`src/rtl/mw_add_seq.sv`:
```
// Multi-word sequential adder: one 16-bit CLA slice reused per clock, LSB first.
// Optional subtract support (op port) enabled by defining MW_ADD_SUB_EN.
module mw_cla16 (
  input  logic [15:0] a,
  input  logic [15:0] b,
  input  logic        ci,
  output logic [15:0] s,
  output logic        co
);
  logic [15:0] g;
  logic [15:0] p;
  logic [15:0] c;
  logic [3:0]  gg;
  logic [3:0]  gp;
  logic [4:0]  gc;

  assign g = a & b;
  assign p = a ^ b;

  // Group generate/propagate for each 4-bit block
  for (genvar j = 0; j < 4; j++) begin : g_grp
    assign gg[j] = g[4*j+3]
                 | (p[4*j+3] & g[4*j+2])
                 | (p[4*j+3] & p[4*j+2] & g[4*j+1])
                 | (p[4*j+3] & p[4*j+2] & p[4*j+1] & g[4*j]);
    assign gp[j] = &p[4*j +: 4];

    assign c[4*j]   = gc[j];
    assign c[4*j+1] = g[4*j]
                    | (p[4*j] & gc[j]);
    assign c[4*j+2] = g[4*j+1]
                    | (p[4*j+1] & g[4*j])
                    | (p[4*j+1] & p[4*j] & gc[j]);
    assign c[4*j+3] = g[4*j+2]
                    | (p[4*j+2] & g[4*j+1])
                    | (p[4*j+2] & p[4*j+1] & g[4*j])
                    | (p[4*j+2] & p[4*j+1] & p[4*j] & gc[j]);
  end

  // Second-level lookahead across the four groups
  assign gc[0] = ci;
  assign gc[1] = gg[0] | (gp[0] & ci);
  assign gc[2] = gg[1]
               | (gp[1] & gg[0])
               | (gp[1] & gp[0] & ci);
  assign gc[3] = gg[2]
               | (gp[2] & gg[1])
               | (gp[2] & gp[1] & gg[0])
               | (gp[2] & gp[1] & gp[0] & ci);
  assign gc[4] = gg[3]
               | (gp[3] & gg[2])
               | (gp[3] & gp[2] & gg[1])
               | (gp[3] & gp[2] & gp[1] & gg[0])
               | (gp[3] & gp[2] & gp[1] & gp[0] & ci);

  assign s  = p ^ c;
  assign co = gc[4];
endmodule

module mw_add_seq #(
  parameter int WORDS = 4,
  localparam int W  = 16 * WORDS,
  localparam int KW = $clog2(WORDS)
) (
  input  logic         clk,
  input  logic         rst,
  input  logic         start_valid,
  output logic         start_ready,
  input  logic [W-1:0] a,
  input  logic [W-1:0] b,
  input  logic         cin,
`ifdef MW_ADD_SUB_EN
  input  logic         op,
`endif
  output logic         result_valid,
  input  logic         result_ready,
  output logic [W-1:0] sum,
  output logic         cout,
  output logic         ovf
);
  typedef enum logic [1:0] {
    IDLE = 2'd0,
    RUN  = 2'd1,
    DONE = 2'd2
  } state_e;

  state_e        state_q, state_d;
  logic [KW-1:0] k_q, k_d;
  logic [W-1:0]  a_q, a_d;
  logic [W-1:0]  b_q, b_d;
  logic          carry_q, carry_d;
  logic [W-1:0]  sum_q, sum_d;
  logic          cout_q, cout_d;
  logic          ovf_q, ovf_d;

  logic [15:0]   a_s;
  logic [15:0]   b_s;
  logic [15:0]   s_s;
  logic          co_s;
  logic          last;

  always_comb begin
    a_s = a_q[15:0];
    b_s = b_q[15:0];
    for (int i = 0; i < WORDS; i++) begin
      if (k_q == KW'(i)) begin
        a_s = a_q[16*i +: 16];
        b_s = b_q[16*i +: 16];
      end
    end
  end

  mw_cla16 u_cla (
    .a  (a_s),
    .b  (b_s),
    .ci (carry_q),
    .s  (s_s),
    .co (co_s)
  );

  assign last = (k_q == KW'(WORDS - 1));

  always_comb begin
    state_d = state_q;
    k_d     = k_q;
    a_d     = a_q;
    b_d     = b_q;
    carry_d = carry_q;
    sum_d   = sum_q;
    cout_d  = cout_q;
    ovf_d   = ovf_q;
    unique case (1'b1)
      (state_q == IDLE): begin
        if (start_valid) begin
          a_d = a;
`ifdef MW_ADD_SUB_EN
          // Subtract as A + ~B + 1; cout then reads as no-borrow
          b_d     = op ? ~b : b;
          carry_d = op ? 1'b1 : cin;
`else
          b_d     = b;
          carry_d = cin;
`endif
          k_d     = '0;
          state_d = RUN;
        end
      end
      (state_q == RUN): begin
        for (int i = 0; i < WORDS; i++) begin
          if (k_q == KW'(i)) begin
            sum_d[16*i +: 16] = s_s;
          end
        end
        carry_d = co_s;
        k_d     = k_q + KW'(1);
        if (last) begin
          cout_d  = co_s;
          ovf_d   = (a_q[W-1] == b_q[W-1])
                 && (s_s[15] != a_q[W-1]);
          k_d     = '0;
          state_d = DONE;
        end
      end
      (state_q == DONE): begin
        if (result_ready) begin
          state_d = IDLE;
        end
      end
      default: begin
        state_d = IDLE;
      end
    endcase
  end

  always_ff @(posedge clk) begin
    if (rst) begin
      state_q <= IDLE;
      k_q     <= '0;
      a_q     <= '0;
      b_q     <= '0;
      carry_q <= 1'b0;
      sum_q   <= '0;
      cout_q  <= 1'b0;
      ovf_q   <= 1'b0;
    end else begin
      state_q <= state_d;
      k_q     <= k_d;
      a_q     <= a_d;
      b_q     <= b_d;
      carry_q <= carry_d;
      sum_q   <= sum_d;
      cout_q  <= cout_d;
      ovf_q   <= ovf_d;
    end
  end

  assign start_ready  = (state_q == IDLE);
  assign result_valid = (state_q == DONE);
  assign sum          = sum_q;
  assign cout         = cout_q;
  assign ovf          = ovf_q;
endmodule

```
`config.mk`:
```
export PLATFORM = sky130hd
export DESIGN_NAME = mw_add_seq
export DESIGN_NICKNAME = d
export VERILOG_FILES = /design/src/rtl/mw_add_seq.sv
export SDC_FILE = /design/constraint.sdc
export NUM_CORES = 1
export LEC_CHECK = 0
export CAP_MARGIN = 10
export CELL_PAD_IN_SITES_DETAIL_PLACEMENT = 0
export CELL_PAD_IN_SITES_GLOBAL_PLACEMENT = 1
export CORE_UTILIZATION = 25
export CTS_CLUSTER_DIAMETER = 30
export DETAILED_ROUTE_END_ITERATION = 16
export GPL_ROUTABILITY_DRIVEN = 1
export HOLD_SLACK_MARGIN = 0.12
export PLACE_DENSITY_LB_ADDON = 0.1
export SLEW_MARGIN = 10
export SYNTH_ARGS = -nofsm -noshare
export SYNTH_HDL_FRONTEND = slang
export SYNTH_SLANG_ARGS = --single-unit
export TNS_END_PERCENT = 10
```
`constraint.sdc`:
```
create_clock -name clk -period 4.72 [get_ports clk]
set_input_delay 0.944 -clock clk [delete_from_list [all_inputs] [get_ports clk]]
set_output_delay 0.944 -clock clk [all_outputs]
set_load 0.01 [all_outputs]
```
==> results.yml, run 1 <==
job:
  max_cap_violations: 0
global_route:
  grt_max_degree: 116
  gr-total-overflow: 0
  grt_pass1_vias: 7743
  track_usage_pct: 16.5
  antenna_found_initial: 0
  grt_first_pass_wirelength_mm: 45.1
floorplanning:
  coreArea_um2: 33900
  die_area_um2: 35500
  die_y_um: 189
  placementRows: 67
  ios: 201
  die_width_um: 189
  initial_core_util_pct: 25.7
route:
  drc_errors: 0
  routed_wl_mm: 29.2
  wl_per_cell_um: 16.8
  first_pass_iters: 4
  vias: 7755
  drt_iter0_drc: 462
  viasPerCell: 4.46
  ant_nets: 0
yosys:
  ys_types: 49
  yosysSeqAreaShare_pct: 45.8
  dominantRegCellSynth: "dfxtp_1"
  synth_edf_count: 0
  ys_seq_elements: 199
  synth_warnings: 0
  netlist_area_um2: 8700
  netlist_top_cells_count: "nand2_1 (367), a21oi_1 (201), dfxtp_1 (199)"
  syn-instance-count: 1130
  synth_most_common_cell: "nand2_1"
  synthArstFlopShare_pct: 0
  synth_nets: 1287
  synth_top_area_share_pct: 45.8
  avgSynthCellArea_um2: 7.70
  yosysTopAreaCell: "dfxtp_1"
  ys_top_cells_by_area: "dfxtp_1 (46%), nand2_1 (16%), a21oi_1 (12%), mux2i_1 (3.0%), ha_1 (2.9%)"
setup_path:
  cp-end-kind: "flop"
  critPathArrivalTime_ns: 4.49
  crit_path_start: "k_q[0]"
  path_class: "flop to flop"
  reg2reg_to: "sum[12]"
  start_kind: "flop"
  worstSetupEndpoint: "sum[12]"
  r2r_cells: 14
  rrSetupSlack_ns: 0.57
  crit_fanout: 14
  r2r-start: "k_q[0]"
  cp.required_ns: 5.06
cts:
  path_clk_slew_ns: 0.08
  root_buffer: "clkbuf_16"
  htree_num_levels: 4
  cts_tree: "yes"
  ctsHoldBuffers: 0
  numCtsBuffers: 17
  cts-resized-gates: 0
  post_cts_buffers: 0
  clock_sinks: 199
  cts_buffer_depth: 2
  clk_latency_ns: 0.43
sta:
  slew_viol_final: 0
  max_freq_ghz: 0.241
  finalSetupViolCount: 0
  worst_slew_pin_slew_ns: 1.07
  period_minus_slack_ns: 4.15
  layout_setup_ws_ns: 0.568
  rsz0062_at_grt: "false"
  post-route-period-util_pct: 88.0
  report.final.hold_viol_count: 0
  slew_headroom_pct: 28.8
  fin_skew_ns: 0.0129
  fin_tns_setup_ns: 0
place:
  numPlacedInstances: 1706
  place.gp.congestion: 0.785
  place_ws_ns: 0.510
  hpwl_mm: 21.5
  port_buffers: 200
final_layout:
  drive_gt1_share_pct: 4.50
  area_growth_pct: 33.3
  fin_cells: 1737
  diodes: 0
  layout.nets: 1434
run_status:
  status: "complete, no violations"
power:
  leakagePower_nw: 4.12
  power.density_nw_per_um2: 333
  irDropWorstVdd_mv: 0.241
min_path:
  hp-class: "flop to flop"
report_power, final:
part | leakage (nW) | internal (mW) | switching, mW
combinational | 2.21 | 0.265 | 0.364
sequential | 1.63 | 1.76 | 0.0500
clock | 0.280 | 0.701 | 0.722
total | 4.12 | 2.73 | 1.14
layer usage:
metal,part of all wire [%],GRT usage [%],up-vias
met3,3.3,2.55,7
met1,51,23.7,3525
met4,0.53,3.26,0
met5,0,0,-
met2,45,25.9,160
li1,-,-,4063
state kept, by name (all words and copies together), names as in the netlist:
signal	count
a_q	64
b_q	64
carry_q	1
cout	1
k_q	2
ovf	1
state_q	2
sum	64
cells in the final DEF, fill, tap and decap left out, drive strengths merged, types with 3 or more instances in the layout:
cell and count:
nor2 61, buf 12, o31a 3, and2 5, nor2b 16, xnor2 7
nand3 5, mux2i 26, ha 20, a211oi 24, clkinv 7, nor4 6
nand2 367, o31ai 12, a211o 4, clkdlybuf4s50 199, o21ai 35, a21oi 203
inv 18, nand3b 8, dfxtp 199, nor3 4, nor3b 4, fa 4
clkbuf 17, a21o 4
how the worst min path moves through the flow:
stage / startpoint / depth (start not counted) / endpoint / slack [ns]
2_1_floorplan: a_q[12] / 2 / a_q[12] / 0.43
3_3_place_gp: b_q[19] / 2 / b_q[19] / 0.44
3_5_place_dp: a_q[4] / 2 / a_q[4] / 0.45
4_1_cts: a_q[4] / 2 / a_q[4] / 0.46
5_1_grt: b_q[30] / 2 / b_q[30] / 0.47
6_report: sum[38] / 2 / sum[38] / 0.46
worst max-delay path: stages, from the launching register on:
cell and delay [ns]:
dfxtp_1 0.40, ha_2 0.53, buf_4 0.31, mux2i_1 0.21, nor2_1 0.06, a21oi_1 0.17
o21ai_0 0.13, ha_1 0.40, o21ai_1 0.27, o21ai_2 0.14, a221oi_1 0.44, nor2b_1 0.09
nor2_1 0.17, fa_1 0.51, a211oi_1 0.23
final cells by class:
class / instances / area, µm²
Clock buffer: 17 / 425
Clock inverter: 14 / 138
Fill cell: 3712 / 22300
Inverter: 11 / 41.3
Multi-Input combinational cell: 837 / 4350
Sequential cell: 199 / 3980
Tap cell: 448 / 561
Timing Repair Buffer: 211 / 2100
stage by stage:
step	cell area [µm²]	power, mW	hold slack [ns]	utilization [%]
after CTS	11600	3.93	0.455	34.2
final	11600	3.86	0.455	34.2
after global routing	11600	4.07	0.470	34.2
after floorplan	8700	2.18	0.432	-
after global placement	11000	2.49	0.443	32.6
after detailed placement	11000	2.50	0.445	32.6
logic make-up after synthesis:
group | share of synthesized area, %
AOI/OAI and AO/OA | 19.7
xor gates and xnor gates | 0.806
adders and majority gates | 3.80
buffers and inverters | 4.44
DFF | 45.8
muxes | 2.99
and+or+nand+nor | 22.5
(Power assumes the default switching activity.)
==> run 2: changes to the inputs <==
--- a/config.mk
+++ b/config.mk
@@ -12,7 +12,7 @@
 export CTS_CLUSTER_DIAMETER = 30
 export DETAILED_ROUTE_END_ITERATION = 16
 export GPL_ROUTABILITY_DRIVEN = 1
-export HOLD_SLACK_MARGIN = 0.12
+export HOLD_SLACK_MARGIN = 0.02
 export PLACE_DENSITY_LB_ADDON = 0.1
 export SLEW_MARGIN = 10
 export SYNTH_ARGS = -nofsm -noshare
==> constraint.sdc (replaced) <==
create_clock -name clk -period 5.13 [get_ports clk]
set_input_delay 1.026 -clock clk [delete_from_list [all_inputs] [get_ports clk]]
set_output_delay 1.026 -clock clk [all_outputs]
set_load 0.01 [all_outputs]
==> run 2 against run 1 <==
Die area stayed put. Critical path type unchanged. Via count is 0.79% higher. Combinational power is 8.3% lower. Total power is 7.1% lower.
==> results.yml, run 2 (synthesized netlist as in run 1, its figures left out) <==
sta:
  slew_headroom_pct: 33.3
  max_freq_ghz: 0.231
  period_minus_slack_ns: 4.32
  fin_skew_ns: 0.0135
  worst_slew_pin_slew_ns: 1.00
  report.final.hold_viol_count: 0
  finalSetupViolCount: 0
  post-route-period-util_pct: 84.3
  slew_viol_final: 0
  rsz0062_at_grt: "false"
  fin_tns_setup_ns: 0
route:
  ant_nets: 0
  first_pass_iters: 7
  drt_iter0_drc: 480
  vias: 7816
  drc_errors: 0
  wl_per_cell_um: 17.1
  viasPerCell: 4.50
  routed_wl_mm: 29.7
global_route:
  antenna_found_initial: 0
  grt_first_pass_wirelength_mm: 45.8
  track_usage_pct: 16.9
  grt_pass1_vias: 7597
  grt_max_degree: 125
  gr-total-overflow: 0
final_layout:
  layout.nets: 1435
  mostFrequentLayoutCell: "nand2_1"
  area_growth_pct: 33.4
  layout_common_cells: "nand2_1 (366), a21oi_1 (201), dfxtp_1 (199), clkdlybuf4s50_1 (199), nor2_1 (61)"
  drive_gt1_share_pct: 4.57
  diodes: 0
job:
  max_cap_violations: 0
floorplanning:
  die_y_um: 189
  coreArea_um2: 33900
  die_width_um: 189
  ios: 201
  placementRows: 67
  initial_core_util_pct: 25.7
  die_area_um2: 35500
min_path:
  hp-class: "flop to flop"
cts:
  htree_num_levels: 4
  root_buffer: "clkbuf_16"
  cts_buffer_depth: 2
  ctsHoldBuffers: 0
  clk_latency_ns: 0.44
  cts-resized-gates: 0
  post_cts_buffers: 0
  clock_sinks: 199
  cts_tree: "yes"
  numCtsBuffers: 17
  path_clk_slew_ns: 0.08
run_status:
  status: "complete, no violations"
power:
  power.density_nw_per_um2: 309
  leakagePower_nw: 4.12
  irDropWorstVdd_mv: 0.218
  total_power_mw: 3.59
place:
  place.gp.congestion: 0.775
  hpwl_mm: 21.6
  port_buffers: 200
setup_path:
  cp-end-kind: "flop"
  crit_fanout: 16
  cp.required_ns: 5.50
  start_kind: "flop"
  critPathArrivalTime_ns: 4.69
  path_class: "flop to flop"
-- run 2: cell types whose count changed in the layout (fill, tap and decap cells not counted), sizes merged --
cell and change:
clkinv +1, inv -1, buf +1
-- run 2: power by group --
part,internal [mW],switching (mW),leakage (nW)
Combinational,0.244,0.334,2.22
Clock,0.645,0.702,0.279
Sequential,1.62,0.0458,1.63
-- run 2: worst max-delay path: stages, from the launching register on --
cell      delay (ns)
dfxtp_1         0.43
ha_2            0.58
buf_4           0.29
mux2i_1         0.19
nor2_1          0.06
a21oi_1         0.22
o21ai_0         0.18
ha_1            0.51
nand2_1         0.13
nor4_1          0.28
a221oi_1        0.16
nor2b_1         0.14
nor2_1          0.07
fa_1            0.43
xnor2_1         0.32
nand2_1         0.09
a21oi_1         0.15
-- run 2: final timing paths --
kind                start      end  cells after the start  slack, ns
setup / recovery   k_q[0]  sum[29]                     16       0.81
hold / removal    a_q[12]  a_q[12]                      2       0.45
setup reg to reg   k_q[0]  sum[29]                     16       0.81
hold reg to reg   a_q[12]  a_q[12]                      2       0.45
-- run 2: through the flow --
step | util [%] | hold WS (ns) | worst slack, ns | instance area [µm²] | instances
finish | 34.3 | 0.453 | 0.805 | 11600 | 1738
floorplan | - | 0.432 | 1.46 | 8700 | 1130
global placement | 32.6 | 0.442 | 0.888 | 11000 | 1707
CTS | 34.3 | 0.455 | 0.801 | 11600 | 1738
detailed placement | 32.6 | 0.444 | 0.831 | 11000 | 1707
global route | 34.3 | 0.472 | 0.411 | 11600 | 1738
-- run 2: layer usage --
metal / vias to the layer above / global-route usage, % / wire, µm
met5: - / 0 / 0
li1: 4073 / - / -
met2: 154 / 26.1 / 13100
met4: 0 / 3.44 / 231
met3: 12 / 2.48 / 1000
met1: 3577 / 24.7 / 15400
-- run 2: area by class of cell --
type                       count  area (µm²)
clock inverter                14         140
timing repair buffer         212        2110
multi-input combinational    837        4350
inverter                      11        41.3
clock buffer                  17         425
tap                          448         561
fill                        3697       22300
sequential                   199        3980
==> run 3: changes to the inputs <==
==> constraint.sdc (replaced) <==
create_clock -name clk -period 4.45 [get_ports clk]
set_input_delay 0.89 -clock clk [delete_from_list [all_inputs] [get_ports clk]]
set_output_delay 0.89 -clock clk [all_outputs]
set_load 0.01 [all_outputs]
==> run 3 against run 2 <==
Worst hold slack worse by 0.00055 ns. Register-to-register slack worse by 0.35 ns. Maximum frequency up 8.4%. First-iteration DRC count shrank 1.3%. Core utilization rose by 0.18 points. Non-clock buffer count grew 2. Flip-flop and latch count stayed put. Via count grew 0.61%. Critical path depth shrank 3. Routed wire length is 1.1% lower. Count of clock-buffer cells in the layout rose by 2.
==> results.yml, run 3 (synthesized netlist as in run 1, its figures left out) <==
floorplanning:
  ios: 201
  coreArea_um2: 33900
  placementRows: 67
  die_area_um2: 35500
  initial_core_util_pct: 25.7
  die_y_um: 189
  die_width_um: 189
route:
  dr.max_layer_used: "met4"
  drt_iter0_drc: 474
  vias: 7864
  ant_nets: 0
  viasPerCell: 4.52
  drc_errors: 0
  routed_wl_mm: 29.4
  wl_per_cell_um: 16.9
  met2WireLength_mm: 12.9
  wl_met3_mm: 1.05
  first_pass_iters: 4
  wl_met1_mm: 15.3
sta:
  report.final.hold_viol_count: 0
  rsz0062_at_grt: "false"
  fin_skew_ns: 0.0236
  post-route-period-util_pct: 89.7
  layout_setup_ws_ns: 0.460
  period_minus_slack_ns: 3.99
  slew_headroom_pct: 34.7
  timing.hold.ws_ns: 0.453
  slew_viol_final: 0
  max_freq_ghz: 0.251
  finalSetupViolCount: 0
  fin_tns_setup_ns: 0
  worst_slew_pin_slew_ns: 0.977
final_layout:
  fin_cells: 1740
  mostFrequentLayoutCell: "nand2_1"
  diodes: 0
  layout_common_cells: "nand2_1 (366), a21oi_1 (201), dfxtp_1 (199), clkdlybuf4s50_1 (199), nor2_1 (61)"
  postLayoutCoreUtil_pct: 34.4
  layout.nets: 1437
  area_growth_pct: 34.1
  finish.instance_area_um2: 11700
  drive_gt1_share_pct: 4.72
place:
  numPlacedInstances: 1709
  port_buffers: 200
  placed_area_um2: 11100
  place_ws_ns: 0.343
  place.gp.congestion: 0.799
  hpwl_mm: 21.7
global_route:
  grt_first_pass_wirelength_mm: 45.1
  gr-total-overflow: 0
  grt_pass1_vias: 7568
  antenna_found_initial: 0
  track_usage_pct: 16.6
  grt_max_degree: 113
cts:
  clk_latency_ns: 0.44
  clock_sinks: 199
  numCtsBuffers: 17
  path_clk_slew_ns: 0.08
  root_buffer: "clkbuf_16"
  cts_buffer_depth: 2
  cts_tree: "yes"
  htree_num_levels: 4
  post_cts_buffers: 0
power:
  irDropWorstVdd_mv: 0.249
  total_power_mw: 4.13
  leakagePower_nw: 4.14
  power.density_nw_per_um2: 354
run_status:
  status: "complete, no violations"
setup_path:
  start_kind: "flop"
  cp.required_ns: 4.79
  path_cells: "inv_1 -> ha_2 -> buf_12 -> a21oi_1 -> o21ai_0 -> ha_1 -> a211oi_4 -> o21ai_2 -> a221oi_1 -> nor2b_1 -> nor2_1 -> fa_1 -> a211oi_1"
  path_buf_inv: 2
  r2r-start: "k_q[0]"
  path_class: "flop to flop"
  critPathArrivalTime_ns: 4.33
  r2r_cells: 13
  reg2reg_to: "sum[12]"
  critPathTopFamily: "compound AO/OA/AOI/OAI gates"
  cp-end-kind: "flop"
  crit_fanout: 31
  rrSetupSlack_ns: 0.46
  slowest_stage: "ha_2"
  crit_path_max_incr_delay_ns: 0.56
min_path:
  min_from: "a_q[12]"
  hp-class: "flop to flop"
  holdPathStages: 2
  hold_path_end: "a_q[12]"
job:
  max_cap_violations: 0
==> run 3: worst reg2reg max path, delay by kind of cell (launching register included) <==
kind | cells | cell delay [ns]
AO/OA/AOI/OAI | 6 | 1.51
adder cells (fa/ha/maj) | 3 | 1.43
buffers and inverters | 2 | 0.37
flip-flops | 1 | 0.37
AND/OR/NAND/NOR | 2 | 0.24
==> run 3: per-layer routing <==
metal  track usage (%)  up-vias
li1                  -     4069
met1              24.4     3614
met2              25.3      171
met3              2.64       10
met4              3.16        0
met5                 0        -
==> run 3: worst max-delay path by stage <==
stage            from  cells after the start  endpoint
3_5_place_dp   k_q[1]                     17   sum[45]
6_report       k_q[0]                     13   sum[12]
5_1_grt        k_q[0]                     14   sum[60]
4_1_cts        k_q[1]                     17   sum[45]
3_3_place_gp   k_q[0]                     16   sum[29]
2_1_floorplan  k_q[1]                     16   sum[44]
==> run 3: final cells by class <==
type | instances | area [µm²]
repair buffers | 214 | 2160
clock buffers | 19 | 453
multi-input cells | 837 | 4360
well taps | 448 | 561
fillers | 3709 | 22200
flip-flops and latches | 199 | 3980
inverters | 11 | 41.3
clock inverters | 12 | 111
==> run 3: where the power goes <==
group / total, mW / switching [mW] / internal (mW)
combinational: 0.676 / 0.385 / 0.291
clock: 1.53 / 0.761 / 0.765
sequential: 1.93 / 0.0567 / 1.87
==> run 3: what timing repair did <==
item	in CTS	in global routing
hold buffers	0	0
endpoints found under the setup margin	0	7
resized for setup	0	1
endpoints found under the hold margin	0	0
